==> src/rtl/reset_sequencer.sv <==
// Sequences release of N_STAGES downstream reset domains once the PLL is locked,
// one stage at a time, each gated by the previous stage's ready acknowledge.
module reset_sequencer #(
    parameter int N_STAGES    = 4,
    parameter int STAGE_DELAY = 256,
    parameter int TIMEOUT     = 4096,
    parameter int RETRY_MAX   = 3,
    localparam int RC_W       = (RETRY_MAX > 0) ? $clog2(RETRY_MAX + 1) : 1
) (
    input  logic                clk,
    input  logic                rst_n,
    input  logic                lock_in,
    input  logic                sw_rst_req,
    input  logic [N_STAGES-1:0] stage_ack,
    output logic [N_STAGES-1:0] rst_out,
    output logic                all_ready,
    output logic                fault,
    output logic [RC_W-1:0]     retry_cnt
);

    localparam int CNT_MAX = (STAGE_DELAY > TIMEOUT) ? STAGE_DELAY : TIMEOUT;
    localparam int CNT_W   = (CNT_MAX > 1) ? $clog2(CNT_MAX) : 1;
    localparam int IDX_W   = (N_STAGES > 1) ? $clog2(N_STAGES) : 1;

    localparam logic [CNT_W-1:0] DLY_LAST  = CNT_W'(STAGE_DELAY - 1);
    localparam logic [CNT_W-1:0] TO_LAST   = CNT_W'(TIMEOUT - 1);
    localparam logic [IDX_W-1:0] IDX_LAST  = IDX_W'(N_STAGES - 1);
    localparam logic [RC_W-1:0]  RETRY_LIM = RC_W'(RETRY_MAX);

    typedef enum logic [2:0] {
        S_IDLE,
        S_DELAY,
        S_ACK,
        S_RUN,
        S_FAULT
    } state_t;

    state_t                r_state;
    state_t                w_state_nxt;
    logic [CNT_W-1:0]      r_cnt;
    logic [CNT_W-1:0]      w_cnt_nxt;
    logic [IDX_W-1:0]      r_idx;
    logic [IDX_W-1:0]      w_idx_nxt;
    logic [N_STAGES-1:0]   r_rst_out;
    logic [N_STAGES-1:0]   w_rst_nxt;
    logic                  r_all_ready;
    logic                  w_ready_nxt;
    logic                  r_fault;
    logic                  w_fault_nxt;
    logic [RC_W-1:0]       r_retry_cnt;
    logic [RC_W-1:0]       w_retry_nxt;

    logic                  r_lock_p0;
    logic                  r_lock_p1;
    logic [N_STAGES-1:0]   w_idx_oh;
    logic                  w_ack_sel;

    // lock_in synchronizer: p0 may go metastable, p1 is the clean copy
    always_ff @(posedge clk or negedge rst_n) begin
        if (!rst_n) begin
            r_lock_p0 <= 1'b0;
            r_lock_p1 <= 1'b0;
        end else begin
            r_lock_p0 <= lock_in;
            r_lock_p1 <= r_lock_p0;
        end
    end

    always_comb begin
        w_idx_oh = '0;
        for (int i = 0; i < N_STAGES; i++) begin
            w_idx_oh[i] = (r_idx == IDX_W'(i));
        end
    end

    assign w_ack_sel = |(stage_ack & w_idx_oh);

    always_ff @(posedge clk or negedge rst_n) begin
        if (!rst_n) begin
            r_state     <= S_IDLE;
            r_cnt       <= '0;
            r_idx       <= '0;
            r_rst_out   <= '1;
            r_all_ready <= 1'b0;
            r_fault     <= 1'b0;
            r_retry_cnt <= '0;
        end else begin
            r_state     <= w_state_nxt;
            r_cnt       <= w_cnt_nxt;
            r_idx       <= w_idx_nxt;
            r_rst_out   <= w_rst_nxt;
            r_all_ready <= w_ready_nxt;
            r_fault     <= w_fault_nxt;
            r_retry_cnt <= w_retry_nxt;
        end
    end

    // Acknowledge is tested before the timeout so an ack on the last allowed
    // ACK cycle still advances the sequence instead of retrying.
    always_comb begin
        w_state_nxt = r_state;
        w_cnt_nxt   = r_cnt;
        w_idx_nxt   = r_idx;
        w_rst_nxt   = r_rst_out;
        w_ready_nxt = r_all_ready;
        w_fault_nxt = r_fault;
        w_retry_nxt = r_retry_cnt;

        if (sw_rst_req) begin
            w_state_nxt = S_IDLE;
            w_cnt_nxt   = '0;
            w_idx_nxt   = '0;
            w_rst_nxt   = '1;
            w_ready_nxt = 1'b0;
            w_fault_nxt = 1'b0;
            w_retry_nxt = '0;
        end else begin
            unique case (r_state)
                S_IDLE: begin
                    w_cnt_nxt   = '0;
                    w_idx_nxt   = '0;
                    w_rst_nxt   = '1;
                    w_ready_nxt = 1'b0;
                    if (r_lock_p1) begin
                        w_state_nxt = S_DELAY;
                    end
                end

                S_DELAY: begin
                    if (!r_lock_p1) begin
                        w_state_nxt = S_IDLE;
                        w_cnt_nxt   = '0;
                        w_idx_nxt   = '0;
                        w_rst_nxt   = '1;
                        w_ready_nxt = 1'b0;
                    end else if (r_cnt == DLY_LAST) begin
                        w_state_nxt = S_ACK;
                        w_cnt_nxt   = '0;
                        w_rst_nxt   = r_rst_out & ~w_idx_oh;
                    end else begin
                        w_cnt_nxt = r_cnt + CNT_W'(1);
                    end
                end

                S_ACK: begin
                    if (!r_lock_p1) begin
                        w_state_nxt = S_IDLE;
                        w_cnt_nxt   = '0;
                        w_idx_nxt   = '0;
                        w_rst_nxt   = '1;
                        w_ready_nxt = 1'b0;
                    end else if (w_ack_sel) begin
                        w_cnt_nxt = '0;
                        if (r_idx == IDX_LAST) begin
                            w_state_nxt = S_RUN;
                            w_ready_nxt = 1'b1;
                            w_retry_nxt = '0;
                        end else begin
                            w_state_nxt = S_DELAY;
                            w_idx_nxt   = r_idx + IDX_W'(1);
                        end
                    end else if (r_cnt == TO_LAST) begin
                        w_cnt_nxt = '0;
                        w_idx_nxt = '0;
                        w_rst_nxt = '1;
                        if (r_retry_cnt < RETRY_LIM) begin
                            w_state_nxt = S_IDLE;
                            w_retry_nxt = r_retry_cnt + RC_W'(1);
                        end else begin
                            w_state_nxt = S_FAULT;
                            w_fault_nxt = 1'b1;
                        end
                    end else begin
                        w_cnt_nxt = r_cnt + CNT_W'(1);
                    end
                end

                S_RUN: begin
                    if (!r_lock_p1) begin
                        w_state_nxt = S_IDLE;
                        w_cnt_nxt   = '0;
                        w_idx_nxt   = '0;
                        w_rst_nxt   = '1;
                        w_ready_nxt = 1'b0;
                    end
                end

                S_FAULT: begin
                    w_cnt_nxt   = '0;
                    w_idx_nxt   = '0;
                    w_rst_nxt   = '1;
                    w_ready_nxt = 1'b0;
                    w_fault_nxt = 1'b1;
                end

                default: begin
                    w_state_nxt = S_IDLE;
                    w_cnt_nxt   = '0;
                    w_idx_nxt   = '0;
                    w_rst_nxt   = '1;
                    w_ready_nxt = 1'b0;
                end
            endcase
        end
    end

    assign rst_out   = r_rst_out;
    assign all_ready = r_all_ready;
    assign fault     = r_fault;
    assign retry_cnt = r_retry_cnt;

endmodule
==> config.mk <==
export PLATFORM = sky130hd
export DESIGN_NAME = reset_sequencer
export DESIGN_NICKNAME = d
export VERILOG_FILES = /design/src/rtl/reset_sequencer.sv
export SDC_FILE = /design/constraint.sdc
export NUM_CORES = 1
export LEC_CHECK = 0
export ABC_AREA = 1
export CORE_UTILIZATION = 30
export CTS_CLUSTER_SIZE = 24
export DETAILED_ROUTE_END_ITERATION = 7
export GPL_TIMING_DRIVEN = 0
export HOLD_SLACK_MARGIN = 0.02
export PLACE_DENSITY = 0.5
export SLEW_MARGIN = 20
export SYNTH_ARGS = -nofsm -noshare
export SYNTH_HDL_FRONTEND = slang
export SYNTH_SLANG_ARGS = --single-unit
==> constraint.sdc <==
create_clock -name clk -period 2.3 [get_ports clk]
set_clock_uncertainty 0.05 [all_clocks]
set_input_delay 0.69 -clock clk [delete_from_list [all_inputs] [get_ports clk]]
set_output_delay 0.69 -clock clk [all_outputs]
set_load 0.01 [all_outputs]
# Yosys cells after proc, flatten, opt, wreduce, memory -nomap -nowiden

Cells that the tools add are included.

Bits of input ports: 8
Register bits: 27
Memories: 0
Bits in latches: 0
ROM bits: 0
Memory bits (writable): 0
Output and inout bits: 8
Word-level logic and storage cells: 109

Mux-type cells: 53
$lt $le $gt $ge: 1
Bitwise gates (word level): 3
Shift operators: 0
Equality and inequality tests: 25
$add $sub $neg: 3
Reductions and logical operators: 15
Multipliers: 0
Div/mod/pow operators: 0

Operators with widths:

| kind                  | number |
|---|---|
| $mux 12               | 7 |
| $pmux 12 s3           | 1 |
| $mux 2                | 14 |
| $mux 4                | 7 |
| $mux 3                | 9 |
| $ne 3x3->1 const B    | 8 |
| $ne 4x4->1 const B    | 5 |
| $pmux 3 s5            | 1 |
| $reduce_and 5->1      | 3 |
| $add 12x1->12 const B | 1 |
| $eq 12x12->1 const B  | 1 |
| $eq 12x8->1 const B   | 1 |
| $pmux 4 s3            | 1 |
| $mux 1                | 10 |
| $ne 5x5->1 const B    | 2 |
| $reduce_bool 3->1     | 3 |
| $and 4x4->4           | 2 |
| $eq 3x2->1 const B    | 2 |
| $reduce_and 3->1      | 2 |
| $add 2x1->2 const B   | 2 |
| $eq 2x2->1 const B    | 2 |
| $not 4->4             | 1 |
| $pmux 1 s2            | 2 |
| $pmux 2 s2            | 1 |
| other kinds (11)      | 12 |

# Depth between registers and ports, before layout

Word-level depth: 7
Gate-level depth with buffers: 12

# Worst setup path before layout

Ideal clock, no wire load.

Path kind: input to register
Start point: input sw_rst_req
End point: register r_idx[0]
Stages on the path: 9
Path buffers: 1
Slack: 610 ps
Data arrival time: 1523 ps
Cells stage by stage: buf_6 inv_2 nand2_2 nor2_4 nand2_1 nor2_2 nor2_2 nand3_1 nand2_1

Cells in the longest elaborated chain, start to end: 2

RTL lines:

| what                                                             | RTL line | source |
|---|---|---|
| from (decl)                                                      | 13       | `input logic sw_rst_req,` |
| $ne 5x5->1 (no source line) / $ne 3x3->1 (equally long branches) | --       |  |
| $reduce_and 3->1 (no source line)                                | --       |  |
| to (signal assigned)                                             | 90       | `r_idx <= w_idx_nxt;` |
| to (decl)                                                        | 42       | `logic [IDX_W-1:0] r_idx;` |

Several ways; a longest one is shown, not always the timed one.
A chain may end at the register's enable or synchronous reset.

# Final worst setup path

Start point: register r_rst_out[1], in the netlist rst_out[1]
End point: output rst_out[1]

RTL lines:

| what                   | RTL line | source |
|---|---|---|
| from (decl)            | 44       | `logic [N_STAGES-1:0] r_rst_out;` |
| from (signal assigned) | 91       | `r_rst_out <= w_rst_nxt;` |
| to (decl)              | 15       | `output logic [N_STAGES-1:0] rst_out,` |

No word-level cell between the ends.

==> run summary <==
Mapped Nets: 265
Port bufs: 14
Synth Instances: 251
Routed length per instance: 11.15 um
GRT overflow: 0
Hold Buf Count CTS: 0
Total power: 0.9853 mW
DRC: 0
Most frequent cells in the layout: nand2_1, inv_1, nor2_1, dfrtp_1, nand3_1
Hold Crit Class: flop to flop
Max transition margin: 0.5925
Post-synthesis sequential area ratio: 0.3823
Antenna Nets Post-Route: 0
Num Clock Sinks: 27
Area leader, netlist: dfrtp_1
Overall die height: 79.04 um
Final Cycle Share: 0.9182
Hold Violations, Final: 0
WL final: 3.801 mm
Core area: 5608 um^2
Fin Setup TNS: 0 ps
Reg-to-reg startpoint: r_idx[0]
Largest net degree at the start of global routing: 28
Lkg Pwr: 0.9971 nW
Worst VDD drop: 0.2048 mV
CTS Buf Count: 3
Via density: 4.598
Clock root buffer: clkbuf_8
P&R area growth vs syn: 15.39%
Seq cells post-synth: 27
Fin crit period: 2112 ps
Critical Path Slowest Stage Cell: dfstp_2
CTS tree: yes
Wire length of the first global-routing pass: 6.686 mm
Critical Path Max Stage Delay: 560 ps
CTS H-tree depth: 1
Cells along the critical path: clkdlybuf4s50_1
# rows: 27
Routability cong.: 0.8716
Maxcap violations: 0
Number of DRC markers in iteration 0: 52
Worst Max-Slew Pin Slew: 611.3 ps
Start point of the worst hold path: r_lock_p0
Critical path class: flop to output pin
RSZ-0062 raised after global routing: false
Crit start category: flop
Initial antenna violation count: 0
Avg Cell Area, Syn: 7.093 um^2
Commonest non-fill, non-tap cell in the layout: nand2_1
Layout Cells excl Fill: 341
Worst hold path cell count: 0
Synthesized area: 1780 um^2
Synth warn: 0
Width of the chip: 79.04 um
Crit path max-delay family: flip-flops
Data required, critical path: 1560 ps
DIE AREA: 6247 um^2
Max-slew violation count: 0
Share of cells above drive strength 1: 0.1301
Starting Density: 0.3175
# resized after CTS: 0
Share of the synthesized area in the top cell type: 0.3233
Crit-path max FO: 3
Clock Pin Slew Worst Setup and Hold Paths: 110 ps
Number of global-route vias before repair: 1482
Worst R2R Path Depth: 8
Total setup buffers inserted after CTS: 0
Io pins: 16
DRT Pass-1 Iters: 5
Pwr dens: 479.6 nW/um^2
Hold endpoint: r_lock_p1
Crit path DAT: 1370 ps
Final #Nets: 284
HPWL after DPL: 2.985 mm
Buf+Inv Stages, Crit Path: 1
Worst-Skew Late Latency: 280 ps
Total GRT Usage: 0.1360
# diodes: 0
Worst r2r dst: r_cnt[10]
Via count: 1568
Ranking of synthesized cells by area: dfrtp_1, nand2_1, inv_1
R2R setup slack: 320 ps
Outcome: finished, final reports clean
Final setup vio count: 0
Max Clk Rate: 473.5 MHz
Cells after DPL: 337
Synth cell types: 26
Clock Path Buffers: 2
Critical path endpoint category: output pin
[per-layer routing]
metal | vias to the layer above | part of all wire | global-route usage | routed length [um]
met1 | 715 | 0.53 | 0.1903 | 2004
met2 | 18 | 0.44 | 0.2138 | 1657
met4 | 0 | 0.017 | 0.05455 | 63
li1 | 831 | - | - | -
met3 | 4 | 0.020 | 0.01379 | 75
met5 | - | 0 | 0 | 0
[metrics by stage]
step,setup slack (ps),area (um^2),hold WS (ps),util
floorplan,610.1,1780,281.2,-
global placement,13.59,2011,282.5,0.3585
detailed placement,5.077,2006,287.2,0.3577
CTS,180.0,2054,313.3,0.3664
global route,129.6,2054,318.6,0.3664
finish,188.0,2054,309.6,0.3664
[layout make-up]
cell class,count,area [um^2]
Clock inverter,1,7.507
Buffer,2,16.27
Timing Repair Buffer,14,135.1
Fill cell,622,3553
Tap cell,72,90.09
Multi-Input combinational cell,184,940.9
Clock buffer,3,41.29
Sequential cell,27,680.7
Inverter,38,142.6
[cells by family (layout without fill, tap and decap cells)]
family,count (synthesis),count (layout),share of synthesized area
and+or+nand+nor,155,155,0.4062
DFF,27,27,0.3823
xor gates and xnor gates,1,1,0.004920
AOI/OAI and AO/OA,22,22,0.07520
buffers and inverters,40,58,0.08924
adders and majority gates,6,6,0.04216
[power by group]
part | internal, mW | switching (mW)
sequential | 0.499 | 0.0181
clock | 0.124 | 0.172
combinational | 0.0642 | 0.108
[cells in the mapped netlist (all sizes together)]
master / instances
a31oi: 1
dfrtp: 23
o211ai: 1
a21oi: 4
nand3: 28
clkinv: 1
o21bai: 4
buf: 2
ha: 6
dfstp: 4
nor2: 37
inv: 37
xor2: 1
nand4: 6
nor3: 5
a21boi: 1
o21ai: 11
nand2: 79
[worst max path at each step]
| stage | start | to | slack (ps) | cells past startpoint |
|---|---|---|---|---|
| after global routing | r_idx[0] | r_cnt[4] | 130 | 8 |
| after detailed placement | stage_ack[3] | r_cnt[10] | 5 | 8 |
| final | rst_out[1] | rst_out[1] | 190 | 1 |
| after global placement | stage_ack[3] | r_cnt[5] | 10 | 8 |
| after CTS | rst_out[1] | rst_out[1] | 180 | 1 |
| after floorplan | sw_rst_req | r_idx[0] | 610 | 9 |
[state kept, by name (all words and copies together), names as in the netlist]
| name | flops |
|---|---|
| fault | 1 |
| retry_cnt | 2 |
| r_state | 3 |
| r_lock_p1 | 1 |
| all_ready | 1 |
| r_lock_p0 | 1 |
| r_cnt | 12 |
| rst_out | 4 |
| r_idx | 2 |
No activity file was read; power rests on OpenSTA's default activity.
